`config.mk`:
```
export PLATFORM = sky130hd
export DESIGN_NAME = ahb_multi_interconnect
export DESIGN_NICKNAME = d
export VERILOG_FILES = /design/src/rtl/ahb_pkg.sv /design/src/rtl/ahb_default_slave.sv /design/src/rtl/ahb_multi_interconnect.sv
export SDC_FILE = /design/constraint.sdc
export NUM_CORES = 1
export LEC_CHECK = 0
export ABC_AREA = 1
export BUFFER_PORTS_ARGS = -buffer_cell sky130_fd_sc_hd__buf_2
export CORE_ASPECT_RATIO = 1.1
export CORE_MARGIN = 5
export CORE_UTILIZATION = 38
export CTS_CLUSTER_DIAMETER = 40
export DETAILED_ROUTE_END_ITERATION = 6
export GPL_TIMING_DRIVEN = 0
export PLACE_DENSITY_LB_ADDON = 0.3
export SLEW_MARGIN = 0
export SYNTH_ARGS = -nofsm -noshare
export SYNTH_HDL_FRONTEND = slang
export SYNTH_SLANG_ARGS = --single-unit
```
`constraint.sdc`:
```
create_clock -name HCLK -period 1.9 [get_ports HCLK]
set_input_delay 0.19 -clock HCLK [delete_from_list [all_inputs] [get_ports HCLK]]
set_output_delay 0.19 -clock HCLK [all_outputs]
set_load 0.02 [all_outputs]
```
`src/rtl/ahb_pkg.sv`:
```
// ahb_pkg: shared AHB-Lite definitions for the M0 SoC fabric.
// Contents: HTRANS encodings, default-slave FSM state type, and the
// SoC default slave address map (base/mask) used by the interconnect.
package ahb_pkg;

  localparam logic [1:0] HTRANS_IDLE   = 2'b00;
  localparam logic [1:0] HTRANS_BUSY   = 2'b01;
  localparam logic [1:0] HTRANS_NONSEQ = 2'b10;
  localparam logic [1:0] HTRANS_SEQ    = 2'b11;

  typedef enum logic [1:0] {
    DS_OK   = 2'd0,
    DS_ERR1 = 2'd1,
    DS_ERR2 = 2'd2
  } ds_state_e;

  // Slice i of the packed vectors belongs to slave i (slave 0 in the LSBs).
  localparam int SOC_NSLAVES = 3;
  localparam logic [SOC_NSLAVES*32-1:0] SOC_ADDR_BASE =
    {32'h5000_0000, 32'h4000_0000, 32'h0000_0000};
  localparam logic [SOC_NSLAVES*32-1:0] SOC_ADDR_MASK =
    {SOC_NSLAVES{32'hF000_0000}};

endpackage

```
`src/rtl/ahb_default_slave.sv`:
```
// ahb_default_slave: answers unmapped active transfers with the two-cycle
// AHB ERROR response (ERR1: HREADYOUT=0/HRESP=1, ERR2: HREADYOUT=1/HRESP=1).
// Ports:
//   clk_i        clock
//   srst_i       synchronous active-high reset
//   start_i      an unmapped NONSEQ/SEQ address phase is accepted this cycle
//   hreadyout_o  ready contribution of the default slave
//   hresp_o      response contribution of the default slave (1 = ERROR)
module ahb_default_slave
  import ahb_pkg::*;
(
  input  logic clk_i,
  input  logic srst_i,
  input  logic start_i,
  output logic hreadyout_o,
  output logic hresp_o
);

  ds_state_e state_q, state_d;

  always_comb begin
    state_d = state_q;
    case (state_q)
      DS_OK:   if (start_i) state_d = DS_ERR1;
      DS_ERR1: state_d = DS_ERR2;
      // ERR2 is a ready cycle, so the next address phase is accepted here.
      DS_ERR2: state_d = start_i ? DS_ERR1 : DS_OK;
      default: state_d = DS_OK;
    endcase
  end

  always_ff @(posedge clk_i) begin
    if (srst_i) state_q <= DS_OK;
    else        state_q <= state_d;
  end

  assign hreadyout_o = (state_q != DS_ERR1);
  assign hresp_o     = (state_q != DS_OK);

endmodule

```
`src/rtl/ahb_multi_interconnect.sv`:
```
// ahb_multi_interconnect: single-master AHB-Lite fabric with N slaves.
// Decodes HADDR to a one-hot HSEL (lowest index wins on overlap), registers
// the data-phase target, and muxes HRDATA/HREADY/HRESP back. Unmapped active
// transfers are answered by a built-in default slave, and the first such
// address since the last clear is captured for debug.
// Ports:
//   HCLK, HRESET              clock, synchronous active-high reset
//   HADDR, HTRANS             master address phase
//   HSEL_SIGNALS              one-hot address-phase select (combinational)
//   HRDATA/HREADYOUT/HRESP_SIGNALS  per-slave data-phase returns
//   HRDATA, HREADY, HRESP     muxed data-phase returns to the master
//   ERR_CLEAR, ERR_VALID, ERR_ADDR  sticky unmapped-access capture
module ahb_multi_interconnect
  import ahb_pkg::*;
#(
  parameter int                    NSLAVES   = SOC_NSLAVES,
  parameter logic [NSLAVES*32-1:0] ADDR_BASE = SOC_ADDR_BASE,
  parameter logic [NSLAVES*32-1:0] ADDR_MASK = SOC_ADDR_MASK
) (
  input  logic                    HCLK,
  input  logic                    HRESET,
  input  logic [31:0]             HADDR,
  input  logic [1:0]              HTRANS,
  output logic [NSLAVES-1:0]      HSEL_SIGNALS,
  input  logic [NSLAVES*32-1:0]   HRDATA_SIGNALS,
  input  logic [NSLAVES-1:0]      HREADYOUT_SIGNALS,
  input  logic [NSLAVES-1:0]      HRESP_SIGNALS,
  output logic [31:0]             HRDATA,
  output logic                    HREADY,
  output logic                    HRESP,
  input  logic                    ERR_CLEAR,
  output logic                    ERR_VALID,
  output logic [31:0]             ERR_ADDR
);

  // Data-phase select codes: 0..NSLAVES-1 real slaves, NSLAVES the default
  // slave, NSLAVES+1 idle (no transfer in data phase).
  localparam logic [4:0] SEL_DEFAULT = 5'(NSLAVES);
  localparam logic [4:0] SEL_IDLE    = 5'(NSLAVES + 1);

  logic [NSLAVES-1:0] match;
  logic [NSLAVES:0]   lower_hit;   // lower_hit[i]: some slave below i matched
  logic [4:0]         hit_idx;
  logic               active;
  logic               err_start;
  logic [4:0]         dp_sel_q, dp_sel_d;
  logic               err_valid_q, err_valid_d;
  logic [31:0]        err_addr_q, err_addr_d;
  logic               ds_ready, ds_resp;

  logic [31:0]        rdata_ext [NSLAVES+1];
  logic [NSLAVES:0]   ready_ext;
  logic [NSLAVES:0]   resp_ext;

  assign lower_hit[0] = 1'b0;

  for (genvar gi = 0; gi < NSLAVES; gi++) begin : gen_slave
    assign match[gi]        = (HADDR & ADDR_MASK[gi*32 +: 32]) == ADDR_BASE[gi*32 +: 32];
    assign lower_hit[gi+1]  = lower_hit[gi] | match[gi];
    assign HSEL_SIGNALS[gi] = match[gi] & ~lower_hit[gi];
    assign rdata_ext[gi]    = HRDATA_SIGNALS[gi*32 +: 32];
    assign ready_ext[gi]    = HREADYOUT_SIGNALS[gi];
    assign resp_ext[gi]     = HRESP_SIGNALS[gi];
  end

  // Default slave occupies the last mux input.
  assign rdata_ext[NSLAVES] = 32'h0;
  assign ready_ext[NSLAVES] = ds_ready;
  assign resp_ext[NSLAVES]  = ds_resp;

  always_comb begin
    hit_idx = SEL_DEFAULT;
    for (int i = NSLAVES - 1; i >= 0; i--) begin
      if (match[i]) hit_idx = 5'(i);
    end
  end

  assign active    = (HTRANS == HTRANS_NONSEQ) || (HTRANS == HTRANS_SEQ);
  assign err_start = HREADY & active & ~lower_hit[NSLAVES];

  // Only an accepted address phase moves the data-phase target; a stall
  // keeps it and ignores whatever HADDR does meanwhile.
  always_comb begin
    dp_sel_d = dp_sel_q;
    if (HREADY) dp_sel_d = active ? hit_idx : SEL_IDLE;
  end

  always_comb begin
    HRDATA = 32'h0;
    HREADY = 1'b1;
    HRESP  = 1'b0;
    for (int i = 0; i <= NSLAVES; i++) begin
      if (dp_sel_q == 5'(i)) begin
        HRDATA = rdata_ext[i];
        HREADY = ready_ext[i];
        HRESP  = resp_ext[i];
      end
    end
  end

  // A clear in the same cycle reopens the capture window, so the new
  // address is taken and the flag stays set.
  always_comb begin
    err_valid_d = err_valid_q;
    err_addr_d  = err_addr_q;
    if (ERR_CLEAR) err_valid_d = 1'b0;
    if (err_start && (!err_valid_q || ERR_CLEAR)) begin
      err_valid_d = 1'b1;
      err_addr_d  = HADDR;
    end
  end

  always_ff @(posedge HCLK) begin
    if (HRESET) begin
      dp_sel_q    <= SEL_IDLE;
      err_valid_q <= 1'b0;
      err_addr_q  <= 32'h0;
    end else begin
      dp_sel_q    <= dp_sel_d;
      err_valid_q <= err_valid_d;
      err_addr_q  <= err_addr_d;
    end
  end

  ahb_default_slave u_default_slave (
    .clk_i       (HCLK),
    .srst_i      (HRESET),
    .start_i     (err_start),
    .hreadyout_o (ds_ready),
    .hresp_o     (ds_resp)
  );

  assign ERR_VALID = err_valid_q;
  assign ERR_ADDR  = err_addr_q;

endmodule

```
==> metrics.md <==
| Metric | Value |
|---|---|
| Outcome | `finished, final reports clean` |
| Crit path from | `dp_sel_q[0]$_SDFFE_PP0N_` |
| Average cell area after synthesis | `5.73 um2` |
| CTS max path bufs | `2` |
| Power, Total | `2.28 mW` |
| Combinational family with the most area after synthesis | `simple AND/OR/NAND/NOR gates` |
| Setup TNS | `0 ps` |
| Max FO, Critical Path | `10` |
| Top FF cell, synth | `dfxtp_1` |
| Detailed-placement wirelength estimate | `7.40 mm` |
| Initial antenna violation count | `1` |
| Die H | `91.6 um` |
| Placement Cell Area | `3430 um2` |
| Drc violations | `0` |
| Post-Synth Adder-Cell Area | `0` |
| Startpoint types | `flip-flop` |
| Power Density | `645 nW/um2` |
| Via count | `3,207` |
| R2R cell count | `8` |
| Crit path to | `HRDATA[27]` |
| Largest net degree at the start of global routing | `12` |
| CORE AREA | `5840 um2` |
| Most numerous cell in the Yosys netlist | `nand2_1` |
| NetSw | `830 uW` |
| Drt via density | `4.63` |
| Critical path type | `flip-flop to output pin` |
| Leakage power | `2.15 nW` |
| Xor and xnor area share after synthesis | `0` |
| Fraction of layout cells with a size suffix above 1 | `0.392` |
| IO Count | `209` |
| Simple-Gate Fraction of Synth Area | `0.532` |
| Nets | `754` |
| Post-Layout Inst Area | `3530 um2` |
| Post-synth top cells | `138 x nand2_1, 73 x nor2_1, 70 x nand3_1` |
| Register area share after synthesis | `0.331` |
| Grt total ovfl | `0` |
| RSZ-0062 raised after global routing | `false` |
| Seq pwr share | `0.402` |
| Die W | `84.2 um` |
| Final count of negative-setup-slack endpoints | `0` |
| Sw frac | `0.364` |
| Gpl congestion | `1.00` |
| Worst hold path type | `input port to flip-flop` |
| Skew-Pair Late Insertion Delay | `290 ps` |
| Critical Path Sink Type | `output pin` |
| Synth warnings | `0` |
| Yosys cell types | `19` |
| Most area-consuming cells after synthesis | `dfxtp_1 33%, nand2_1 23%, nand3_1 15%, nor2_1 12%, inv_1 6.7%` |
| Post-route ant nets | `0` |
| Routed wire length | `8.97 mm` |
| Tightest Pin Transition | `463 ps` |
| Combinational share of power | `0.366` |
| Row count | `29` |
| Fin. max-slew vios | `0` |
| Area added between synthesis and finish | `53.6%` |
| Final min period | `1770 ps` |
| # clock sinks | `38` |
| Diode count | `0` |
| GR Util All Layers | `0.212` |
| Drt pass-1 iters | `4` |
| CP required | `1710 ps` |
| Post-synthesis mux area share | `0` |
| Clk_skew | `11.0 ps` |
| Fin crit share | `0.929` |
| Routed wire per std cell | `13.0 um` |
| Die ar. | `7710 um2` |
| Clock share of power | `0.231` |
| Compound-Gate Fraction of Synth Area | `0.0125` |
| RR Endpoint | `ERR_ADDR[2]$_SDFFE_PP0P_` |
| Number of synthesized register bits | `38` |
| Clk root buf | `clkbuf_8` |
| Final non-filler cell total | `692` |
| Area of the mapped netlist | `2300 um2` |
| Placed cells | `685` |
| EDFF count, synth | `0` |
| Port Buf Inserts | `207` |
| Asr flop ratio synth | `0` |
| Hold_buf cts | `0` |
| Vias in the first global route | `2,957` |
| CTS tree | `yes` |
| Origin of the critical flop-to-flop path | `dp_sel_q[0]$_SDFFE_PP0N_` |
| Post-synth top area share | `0.331` |
| Syn Nets | `540` |
| Peak VDD IR | `0.597 mV` |
| Internal reg-to-reg setup slack | `310 ps` |
| Max Freq | `0.567 GHz` |
| Starting Density | `0.393` |
| Post-synthesis cell count | `401` |
| Worst-path clk slew | `80 ps` |
| First-pass GRT wire length | `13.7 mm` |
| Htree depth | `2` |
| Final Hold Viols | `0` |
| CTS Buf Count | `5` |
| Max cap viols | `0` |
| Relative slew slack | `0.691` |
| Synth area leader | `dfxtp_1` |
| Iteration-0 DRC Markers | `154` |
| CP Data Arrival Time | `1580 ps` |
| Int Pwr | `1.45 mW` |
| Fill cell count | `590` |
## through the flow
step,hold WS [ps],setup slack (ps),util
global placement,411,246,0.587
finish,120,135,0.604
CTS,115,5.85,0.602
detailed placement,418,203,0.587
global route,120,1.97,0.604
floorplan,259,403,-
## placed cells by master (no fill, tap or decap), types with 2 or more instances in the layout
cell type  netlist  layout
clkbuf_8         0       5
buf_6            3       3
a21oi_1          3       3
clkbuf_1        15       6
nand3_2          2       2
nor3_1           2       2
nand2_1        138     138
nor2_1          73      73
nand3_1         70      70
dfxtp_1         38      38
nor2_2           3       3
inv_1           41      41
clkbuf_4         0       3
inv_2            4       4
buf_2            3     210
clkbuf_2         0       7
## power groups by stage
stage / clock network [mW] / registers [mW] / logic, mW
2_1_floorplan: 0 / 1.02 / 0.396
3_3_place_gp: 0 / 0.928 / 0.819
3_5_place_dp: 0 / 0.932 / 0.831
4_1_cts: 0.542 / 0.915 / 0.836
5_1_grt: 0.571 / 0.923 / 0.926
6_report: 0.527 / 0.916 / 0.835
## final cells by class
type	count	area, um2	area share
Clock inverter	1	7.51	0.00213
Tap cell	77	96.3	0.0273
Clock buffer	6	72.6	0.0206
Buffer	22	133	0.0376
Timing Repair Buffer	207	1040	0.293
Sequential cell	38	761	0.215
Inverter	46	173	0.0489
Multi-Input combinational cell	295	1250	0.355
## layer usage
layer | track usage | share of wire
met1 | 0.224 | 0.36
met2 | 0.399 | 0.51
met3 | 0.0769 | 0.11
met4 | 0.0429 | 0.016
met5 | 0 | 0.0014
## flip-flops by register name (all words and copies together), names as in the netlist
register,flops
ERR_ADDR,32
u_default_slave.state_q,2
ERR_VALID,1
dp_sel_q,3
## cells by family (layout without fill, tap and decap cells)
logic type,after synthesis,count (layout)
AOI/OAI and AO/OA,5,5
buffers and inverters,68,282
DFF,38,38
and+or+nand+nor,290,290
## worst min-delay path by stage
stage                   start                        end  slack, ps  depth (start not counted)
CTS                 HADDR[24]  ERR_ADDR[24]$_SDFFE_PP0P_        110                          3
global placement    HADDR[23]  ERR_ADDR[23]$_SDFFE_PP0P_        410                          3
finish              HADDR[24]  ERR_ADDR[24]$_SDFFE_PP0P_        120                          3
floorplan              HRESET     ERR_VALID$_SDFFE_PP0P_        260                          1
global route        HADDR[23]  ERR_ADDR[23]$_SDFFE_PP0P_        120                          3
detailed placement   HADDR[4]   ERR_ADDR[4]$_SDFFE_PP0P_        420                          3
## critical path: stages, from the launching register on
cell and delay [ps]:
dfxtp_1 390, inv_1 70, nor2_2 130, nand2_1 80, inv_2 100, clkbuf_4 210
nand2_1 70, nand3_1 70, buf_2 170
## repair_timing
action                     CTS  global route
resized for setup            5            16
gates cloned                 0             0
setup endpoints to repair   31            30
setup buffers                0             0
hold endpoints to repair     0             0
No activity file was read; power rests on OpenSTA's default activity.
